### src/rtl/mips_mem_pkg.sv
// rtl/mips_mem_pkg.sv - shared types and constants for the load/store memory responder
// Purpose: FSM state encoding, bus constants and the word-index width helper.
// Ports: none (package).
package mips_mem_pkg;

    typedef enum logic [1:0] {
        IDLE = 2'd0,
        WAIT = 2'd1,
        RESP = 2'd2
    } state_t;

    localparam int BE_W   = 4;
    localparam int ADDR_W = 32;

    // Width of the word index; at least one bit so a single-word memory still
    // has a legal index slice.
    function automatic int idx_width(input int depth);
        int w;
        w = 1;
        while ((1 << w) < depth) w++;
        return w;
    endfunction

endpackage

### src/rtl/mips_mem_responder_if.sv
// rtl/mips_mem_responder_if.sv - processor load/store bus between core and memory responder
// Purpose: groups the request and response signals of the load/store bus.
// Ports (signals): req, we, addr, wdata, be (processor -> memory);
//                  ready, rdata, err (memory -> processor).
// Modports: master = processor side, slave = memory side.
interface mips_mem_responder_if
    import mips_mem_pkg::*;
#(
    parameter int DATA_W = 32
) ();
    logic              req;
    logic              we;
    logic [ADDR_W-1:0] addr;
    logic [DATA_W-1:0] wdata;
    logic [BE_W-1:0]   be;
    logic              ready;
    logic [DATA_W-1:0] rdata;
    logic              err;

    modport master (
        output req, we, addr, wdata, be,
        input  ready, rdata, err
    );

    modport slave (
        input  req, we, addr, wdata, be,
        output ready, rdata, err
    );
endinterface

### src/rtl/mem_word_array.sv
// rtl/mem_word_array.sv - word-wide register array with byte-lane writes and registered read
// Purpose: DEPTH_WORDS x DATA_W storage. Writes are synchronous per byte lane;
//          the read word is captured into rdata on the commit edge.
// Ports: clock, reset (sync, active-low, clears rdata only), wr_en, rd_en,
//        clr (force rdata to 0), index, wdata, be, rdata.
module mem_word_array
    import mips_mem_pkg::*;
#(
    parameter int DATA_W      = 32,
    parameter int DEPTH_WORDS = 64,
    parameter int IDX_W       = 6
) (
    input  logic              clock,
    input  logic              reset,
    input  logic              wr_en,
    input  logic              rd_en,
    input  logic              clr,
    input  logic [IDX_W-1:0]  index,
    input  logic [DATA_W-1:0] wdata,
    input  logic [BE_W-1:0]   be,
    output logic [DATA_W-1:0] rdata
);
    // Contents are intentionally never reset.
    logic [DATA_W-1:0] mem [DEPTH_WORDS];

    always_ff @(posedge clock) begin
        if (wr_en) begin
            for (int i = 0; i < BE_W; i++) begin
                if (be[i]) mem[index][i*8 +: 8] <= wdata[i*8 +: 8];
            end
        end
    end

    // rdata holds between accesses; stores leave it untouched.
    always_ff @(posedge clock) begin
        if (!reset) begin
            rdata <= '0;
        end else if (clr) begin
            rdata <= '0;
        end else if (rd_en) begin
            rdata <= mem[index];
        end
    end
endmodule

### src/rtl/mips_mem_responder.sv
// rtl/mips_mem_responder.sv - slow-memory responder for the processor load/store bus
// Purpose: accepts a request in IDLE, waits WAIT_CYCLES, then commits the store
//          or returns load data together with a one-cycle ready pulse.
// Ports: clock, reset (sync, active-low), bus (slave side: req/we/addr/wdata/be
//        in, ready/rdata/err out).
module mips_mem_responder
    import mips_mem_pkg::*;
#(
    parameter int DATA_W      = 32,
    parameter int DEPTH_WORDS = 64,
    parameter int WAIT_CYCLES = 2
) (
    input  logic                  clock,
    input  logic                  reset,
    mips_mem_responder_if.slave   bus
);
    localparam int IDX_W = idx_width(DEPTH_WORDS);

    state_t            state, state_next;
    logic [3:0]        cnt, cnt_next;
    logic              err_q;

    logic              lat_we;
    logic [ADDR_W-1:0] lat_addr;
    logic [DATA_W-1:0] lat_wdata;
    logic [BE_W-1:0]   lat_be;

    logic              cur_we;
    logic [ADDR_W-1:0] cur_addr;
    logic [DATA_W-1:0] cur_wdata;
    logic [BE_W-1:0]   cur_be;
    logic              fault;
    logic              commit;

    always_comb begin
        state_next = state;
        cnt_next   = cnt;
        case (state)
            IDLE: begin
                if (bus.req) begin
                    if (WAIT_CYCLES == 0) begin
                        state_next = RESP;
                    end else begin
                        state_next = WAIT;
                        cnt_next   = 4'(WAIT_CYCLES - 1);
                    end
                end
            end
            WAIT: begin
                if (cnt == 4'd0) state_next = RESP;
                else             cnt_next   = cnt - 4'd1;
            end
            RESP:    state_next = IDLE;
            default: state_next = IDLE;
        endcase
    end

    // With zero wait states the commit edge is also the acceptance edge, so
    // the live bus fields are used while in IDLE and the latched copy after.
    always_comb begin
        cur_we    = lat_we;
        cur_addr  = lat_addr;
        cur_wdata = lat_wdata;
        cur_be    = lat_be;
        if (state == IDLE) begin
            cur_we    = bus.we;
            cur_addr  = bus.addr;
            cur_wdata = bus.wdata;
            cur_be    = bus.be;
        end
    end

    // Range check uses the full word index so high addresses never alias low words.
    assign fault  = (cur_addr[1:0] != 2'b00) ||
                    ({2'b00, cur_addr[ADDR_W-1:2]} >= ADDR_W'(DEPTH_WORDS));
    // Gating with reset keeps an access interrupted by reset from committing.
    assign commit = reset && (state_next == RESP) && (state != RESP);

    always_ff @(posedge clock) begin
        if (!reset) begin
            state <= IDLE;
            cnt   <= 4'd0;
            err_q <= 1'b0;
        end else begin
            state <= state_next;
            cnt   <= cnt_next;
            if (commit) err_q <= fault;
            if (state == IDLE && bus.req) begin
                lat_we    <= bus.we;
                lat_addr  <= bus.addr;
                lat_wdata <= bus.wdata;
                lat_be    <= bus.be;
            end
        end
    end

    assign bus.ready = (state == RESP);
    assign bus.err   = (state == RESP) && err_q;

    mem_word_array #(
        .DATA_W      (DATA_W),
        .DEPTH_WORDS (DEPTH_WORDS),
        .IDX_W       (IDX_W)
    ) u_mem (
        .clock (clock),
        .reset (reset),
        .wr_en (commit && cur_we && !fault),
        .rd_en (commit && !cur_we && !fault),
        .clr   (commit && fault),
        .index (cur_addr[IDX_W+1:2]),
        .wdata (cur_wdata),
        .be    (cur_be),
        .rdata (bus.rdata)
    );
endmodule

### src/flat_wrapper.sv
// flat-port wrapper written by rule: the top's interface ports become plain ports
module mips_mem_responder_flat import mips_mem_pkg::*;
#(
    parameter int DATA_W      = 32,
    parameter int DEPTH_WORDS = 64,
    parameter int WAIT_CYCLES = 2
)
  (clock, reset, bus_req, bus_we, bus_addr, bus_wdata, bus_be, bus_ready, bus_rdata, bus_err);
  mips_mem_responder_if #(.DATA_W(DATA_W)) bus_i ();
  input  logic clock;
  input  logic reset;
  input wire logic [$bits(bus_i.req)-1:0] bus_req;
  input wire logic [$bits(bus_i.we)-1:0] bus_we;
  input wire logic [$bits(bus_i.addr)-1:0] bus_addr;
  input wire logic [$bits(bus_i.wdata)-1:0] bus_wdata;
  input wire logic [$bits(bus_i.be)-1:0] bus_be;
  output wire logic [$bits(bus_i.ready)-1:0] bus_ready;
  output wire logic [$bits(bus_i.rdata)-1:0] bus_rdata;
  output wire logic [$bits(bus_i.err)-1:0] bus_err;
  assign bus_i.req = bus_req;
  assign bus_i.we = bus_we;
  assign bus_i.addr = bus_addr;
  assign bus_i.wdata = bus_wdata;
  assign bus_i.be = bus_be;
  assign bus_ready = bus_i.ready;
  assign bus_rdata = bus_i.rdata;
  assign bus_err = bus_i.err;
  mips_mem_responder #(.DATA_W(DATA_W), .DEPTH_WORDS(DEPTH_WORDS), .WAIT_CYCLES(WAIT_CYCLES)) u_core (.clock(clock), .reset(reset), .bus(bus_i));
endmodule
### config.mk
export PLATFORM = sky130hd
export DESIGN_NAME = mips_mem_responder_flat
export DESIGN_NICKNAME = d
export VERILOG_FILES = /design/src/rtl/mips_mem_pkg.sv /design/src/rtl/mips_mem_responder_if.sv /design/src/rtl/mem_word_array.sv /design/src/rtl/mips_mem_responder.sv /design/src/flat_wrapper.sv
export SDC_FILE = /design/constraint.sdc
export NUM_CORES = 2
export LEC_CHECK = 0
export BUFFER_PORTS_ARGS = -buffer_cell sky130_fd_sc_hd__buf_2
export CAP_MARGIN = 20
export CORE_ASPECT_RATIO = 0.9
export CORE_MARGIN = 5
export CORE_UTILIZATION = 55
export DETAILED_ROUTE_END_ITERATION = 6
export PLACE_DENSITY = 0.68
export SYNTH_ARGS = -nofsm -noshare
export SYNTH_HDL_FRONTEND = slang
export SYNTH_SLANG_ARGS = --single-unit
### constraint.sdc
create_clock -name clock -period 12.85 [get_ports clock]
set_clock_uncertainty 0.05 [all_clocks]
set_input_delay 1.9275 -clock clock [delete_from_list [all_inputs] [get_ports clock]]
set_output_delay 1.9275 -clock clock [all_outputs]
set_load 0.02 [all_outputs]
==> flow_metrics.env <==
export IMPL_die_area_um2=160000
export IMPL_largest_net_degree_at_the_start_of_global_routing=133
export IMPL_cts_buffers_inserted=197
export IMPL_ys_async_sr_fraction_pct=0
export IMPL_drive_above_1_share_pct=14.7
export IMPL_detailedPlacementHpwl_um=138000
export IMPL_die_width_um=421
export IMPL_syn_instance_count=5229
export IMPL_global_placer_s_final_weighted_congestion=0.852
export IMPL_period_minus_slack_ps=5790
export IMPL_die_height_um=380
export IMPL_grt_met2_usage_pct=44.0
export IMPL_synth_area_per_cell_um2=16.0
export IMPL_grt_antenna_before_repair=21
export IMPL_postRouteAntennaNets=0
export IMPL_detail_route_first_pass_iterations=7
export IMPL_cts_hold_repair_buffers=0
export IMPL_routed_wirelength_um=242000
export IMPL_route_vias_total=50047
export IMPL_total_of_cells_resized_after_clock_tree_synthesis=0
export IMPL_grt_busiest_layer="met2"
export IMPL_cp_start_kind="input pin"
export IMPL_run_status="finished, violations left"
export IMPL_violations_in_the_final_reports="design-rule violations"
export IMPL_report_final_slew_viol_count=0
export IMPL_worst_endpoint_arrival_ps=6410
export IMPL_post_cts_setup_buffers=0
export IMPL_buffer_and_inverter_count_on_the_worst_path=4
export IMPL_root_buffer="sky130_fd_sc_hd__clkbuf_16"
export IMPL_via_per_inst=6.68
export IMPL_crit_path_max_incr_delay_ps=990
export IMPL_io_pins=106
export IMPL_worst_hold_path_type="reg -> reg"
export IMPL_synthDistinctLibCells=65
export IMPL_hold_viol=0
export IMPL_maxSlewHeadroom_pct=21.9
export IMPL_final_setup_tns_ps=0
export IMPL_cts_buffer_depth=3
export IMPL_max_freq_mhz=173
export IMPL_synthesis_nets=5303
export IMPL_warnings_from_yosys=0
export IMPL_htreeDepth=4
export IMPL_synth_sequential_area_ratio_pct=76.8
export IMPL_path_delay_family="buffers and inverters"
export IMPL_post_route_drc_count=1
export IMPL_cts_reportedPaths_clkPinSlew_ps=60
export IMPL_period_share_pct=45.1
export IMPL_worstMarginPinSlew_ps=1160
export IMPL_std_cell_rows=135
export IMPL_effective_utilization_at_floorplan_pct=55.5
export IMPL_synth_enable_flop_cells=2117
export IMPL_finalSetupViolations=0
export IMPL_maxCapViolations=0
export IMPL_area_delta_synth_final_pct=11.5
export IMPL_synth_flop_type="sky130_fd_sc_hd__edfxtp_1"
export IMPL_worstSkewPairLatency_ps=840
export IMPL_core_area_um2=151000
export IMPL_tritoncts="built"
export IMPL_critical_path_slowest_cell="sky130_fd_sc_hd__nor4_1"
export IMPL_count_of_input_and_output_buffers=105
export IMPL_grt_first_pass_wirelength_um=344000
export IMPL_layout_cell_area_non_filler_um2=93400
export IMPL_grtUsageTotal_pct=29.6
export IMPL_vdd_drop_max_v=0.000162
export IMPL_initialDrtViolationCount=7523
export IMPL_final_net_count=5401
export IMPL_setup_worst_path_end_class="flop"
export IMPL_grt_setup_unrepaired="no"
export IMPL_place_area_um2=86800
export IMPL_gr_usage_met1_pct=41.6
export IMPL_static_leakage_power_nw=30.6
export IMPL_worst_path_max_fanout=115
export IMPL_via_count_of_the_first_global_routing_pass=47529
export IMPL_worstPathCellList="buf_2, nor3b_2, nor2_4, buf_4, buf_12, buf_4, mux2i_1, o22ai_1, o21ai_0, nand2_1, nor4_1, a21oi_1"
export IMPL_post_synth_instance_area_um2=83800
export IMPL_data_required_time_of_the_worst_path_ps=13470
export IMPL_wire_per_inst_um=32.3
export IMPL_crit_top_cell="sky130_fd_sc_hd__buf_4"
export IMPL_ys_ff_latch=2156
export IMPL_tritoncts_num_sinks=2156
export IMPL_criticalPathCategory="in -> reg"
export IMPL_powerDensity_nw_per_um2=174
export IMPL_grtUsageMet3_pct=8.20
export IMPL_gr_total_overflow=0
cells in the final DEF (no fill, tap or decap), types with 13 or more instances in the layout:
| cell | n |
|---|---|
| sky130_fd_sc_hd__a22o_1 | 14 |
| sky130_fd_sc_hd__nor3_2 | 174 |
| sky130_fd_sc_hd__o21ai_0 | 316 |
| sky130_fd_sc_hd__a221oi_1 | 39 |
| sky130_fd_sc_hd__edfxtp_1 | 2117 |
| sky130_fd_sc_hd__mux2i_1 | 499 |
| sky130_fd_sc_hd__buf_4 | 125 |
| sky130_fd_sc_hd__buf_2 | 107 |
| sky130_fd_sc_hd__clkinv_2 | 35 |
| sky130_fd_sc_hd__nor2_2 | 13 |
| sky130_fd_sc_hd__nor3_1 | 48 |
| sky130_fd_sc_hd__nand2_1 | 501 |
| sky130_fd_sc_hd__dfxtp_1 | 39 |
| sky130_fd_sc_hd__clkinv_1 | 39 |
| sky130_fd_sc_hd__nand3_1 | 44 |
| sky130_fd_sc_hd__clkbuf_16 | 200 |
| sky130_fd_sc_hd__a21oi_1 | 154 |
| sky130_fd_sc_hd__nand2_2 | 44 |
| sky130_fd_sc_hd__diode_2 | 20 |
| sky130_fd_sc_hd__nor2_1 | 108 |
| sky130_fd_sc_hd__nand4_1 | 78 |
| sky130_fd_sc_hd__bufinv_16 | 29 |
| sky130_fd_sc_hd__a22oi_1 | 235 |
| sky130_fd_sc_hd__clkbuf_1 | 40 |
| sky130_fd_sc_hd__nor4_1 | 36 |
| sky130_fd_sc_hd__nor2_4 | 14 |
| sky130_fd_sc_hd__o22ai_1 | 251 |
| sky130_fd_sc_hd__a31oi_1 | 42 |
| sky130_fd_sc_hd__buf_12 | 16 |
report_power, final:
| part | switching (mW) | internal (mW) |
|---|---|---|
| sequential | 0.00768 | 8.09 |
| combinational | 1.61 | 0.537 |
| clock | 2.55 | 3.45 |
| total | 4.16 | 12.1 |
metal layers:
layer | vias to the layer above | wire length, um
li1 | 20850 | -
met2 | 3457 | 108000
met1 | 25113 | 92700
met3 | 611 | 30000
met5 | - | 103
met4 | 16 | 11200
through the flow:
stage          power [mW]  cells  worst slack [ps]  utilization (%)  hold slack (ps)
2_1_floorplan        9.48   5229              7410                -              401
3_3_place_gp         10.3   7101              6370             57.4              448
3_5_place_dp         10.3   7112              6320             57.5              426
4_1_cts              16.2   7474              7180             61.8              452
5_1_grt              16.6   7481              6900             61.8              458
6_report             16.2   7496              7060             61.9              467
worst paths after layout:
check                                                 from                             endpoint  slack (ps)  cells after the start
worst max register to register  u_core.state[1]$_SDFF_PN0_   u_core.u_mem.mem[56][31]$_DFFE_PP_        7340                      9
worst max-delay path                           bus_addr[2]  u_core.u_mem.rdata[30]$_SDFFE_PP0P_        7060                     12
worst min register to register   u_core.err_q$_SDFFE_PN0P_            u_core.err_q$_SDFFE_PN0P_         470                      1
worst min-delay path             u_core.err_q$_SDFFE_PN0P_            u_core.err_q$_SDFFE_PN0P_         470                      1
cells by family after synthesis:
kind of cell / Yosys count / share of synthesized area (%)
flops: 2156 / 76.8
compound gates: 1116 / 8.30
simple gates: 1095 / 6.80
mux: 503 / 6.01
buf+inv: 355 / 2.05
xor+xnor: 2 / 0.0209
fa+ha+maj: 2 / 0.0299
cell type report:
| cell class | count | area, um2 |
|---|---|---|
| Clock buffer | 244 | 5210 |
| Inverter | 6 | 22.5 |
| Antenna cell | 20 | 50.0 |
| Multi-Input combinational cell | 2718 | 18200 |
| Timing Repair Buffer | 248 | 1790 |
| Fill cell | 10827 | 57600 |
| Clock inverter | 118 | 1320 |
| Tap cell | 1986 | 2480 |
| Sequential cell | 2156 | 64400 |
state kept, by name (all words and copies together) (netlist names):
register	count
u_core.cnt	4
u_core.lat_be	4
u_core.u_mem.mem	2048
u_core.lat_we	1
u_core.lat_wdata	32
u_core.u_mem.rdata	32
u_core.lat_addr	32
u_core.state	2
u_core.err_q	1
cell usage after synthesis (all sizes together), types with 2 or more instances:
library cell / instances / area (um2)
nor3: 222 / 1950
o41ai: 2 / 17.5
dfxtp: 39 / 781
nand2b: 9 / 63.8
a222oi: 6 / 60.1
o211a: 3 / 30.0
a31o: 2 / 17.5
a2111oi: 3 / 26.3
o2111ai: 8 / 70.1
a22oi: 235 / 1760
a31oi: 43 / 269
edfxtp: 2117 / 63600
a221o: 2 / 20.0
o21bai: 3 / 26.3
nand4: 78 / 488
inv: 6 / 22.5
o21ai: 319 / 1600
a221oi: 39 / 342
ha: 2 / 25.0
and2: 4 / 25.0
o211ai: 7 / 52.6
o22ai: 259 / 1630
clkbuf: 107 / 402
buf: 242 / 1290
a22o: 14 / 123
nor3b: 2 / 20.0
mux2i: 499 / 4990
a21oi: 155 / 780
nor4: 36 / 225
nand3: 44 / 220
nor4b: 3 / 26.3
nand2: 546 / 2050
or2: 4 / 25.0
or3: 6 / 37.5
o21a: 6 / 45.0
mux2: 4 / 45.0
a21o: 5 / 37.5
nor2: 135 / 517
(Power assumes the default switching activity.)
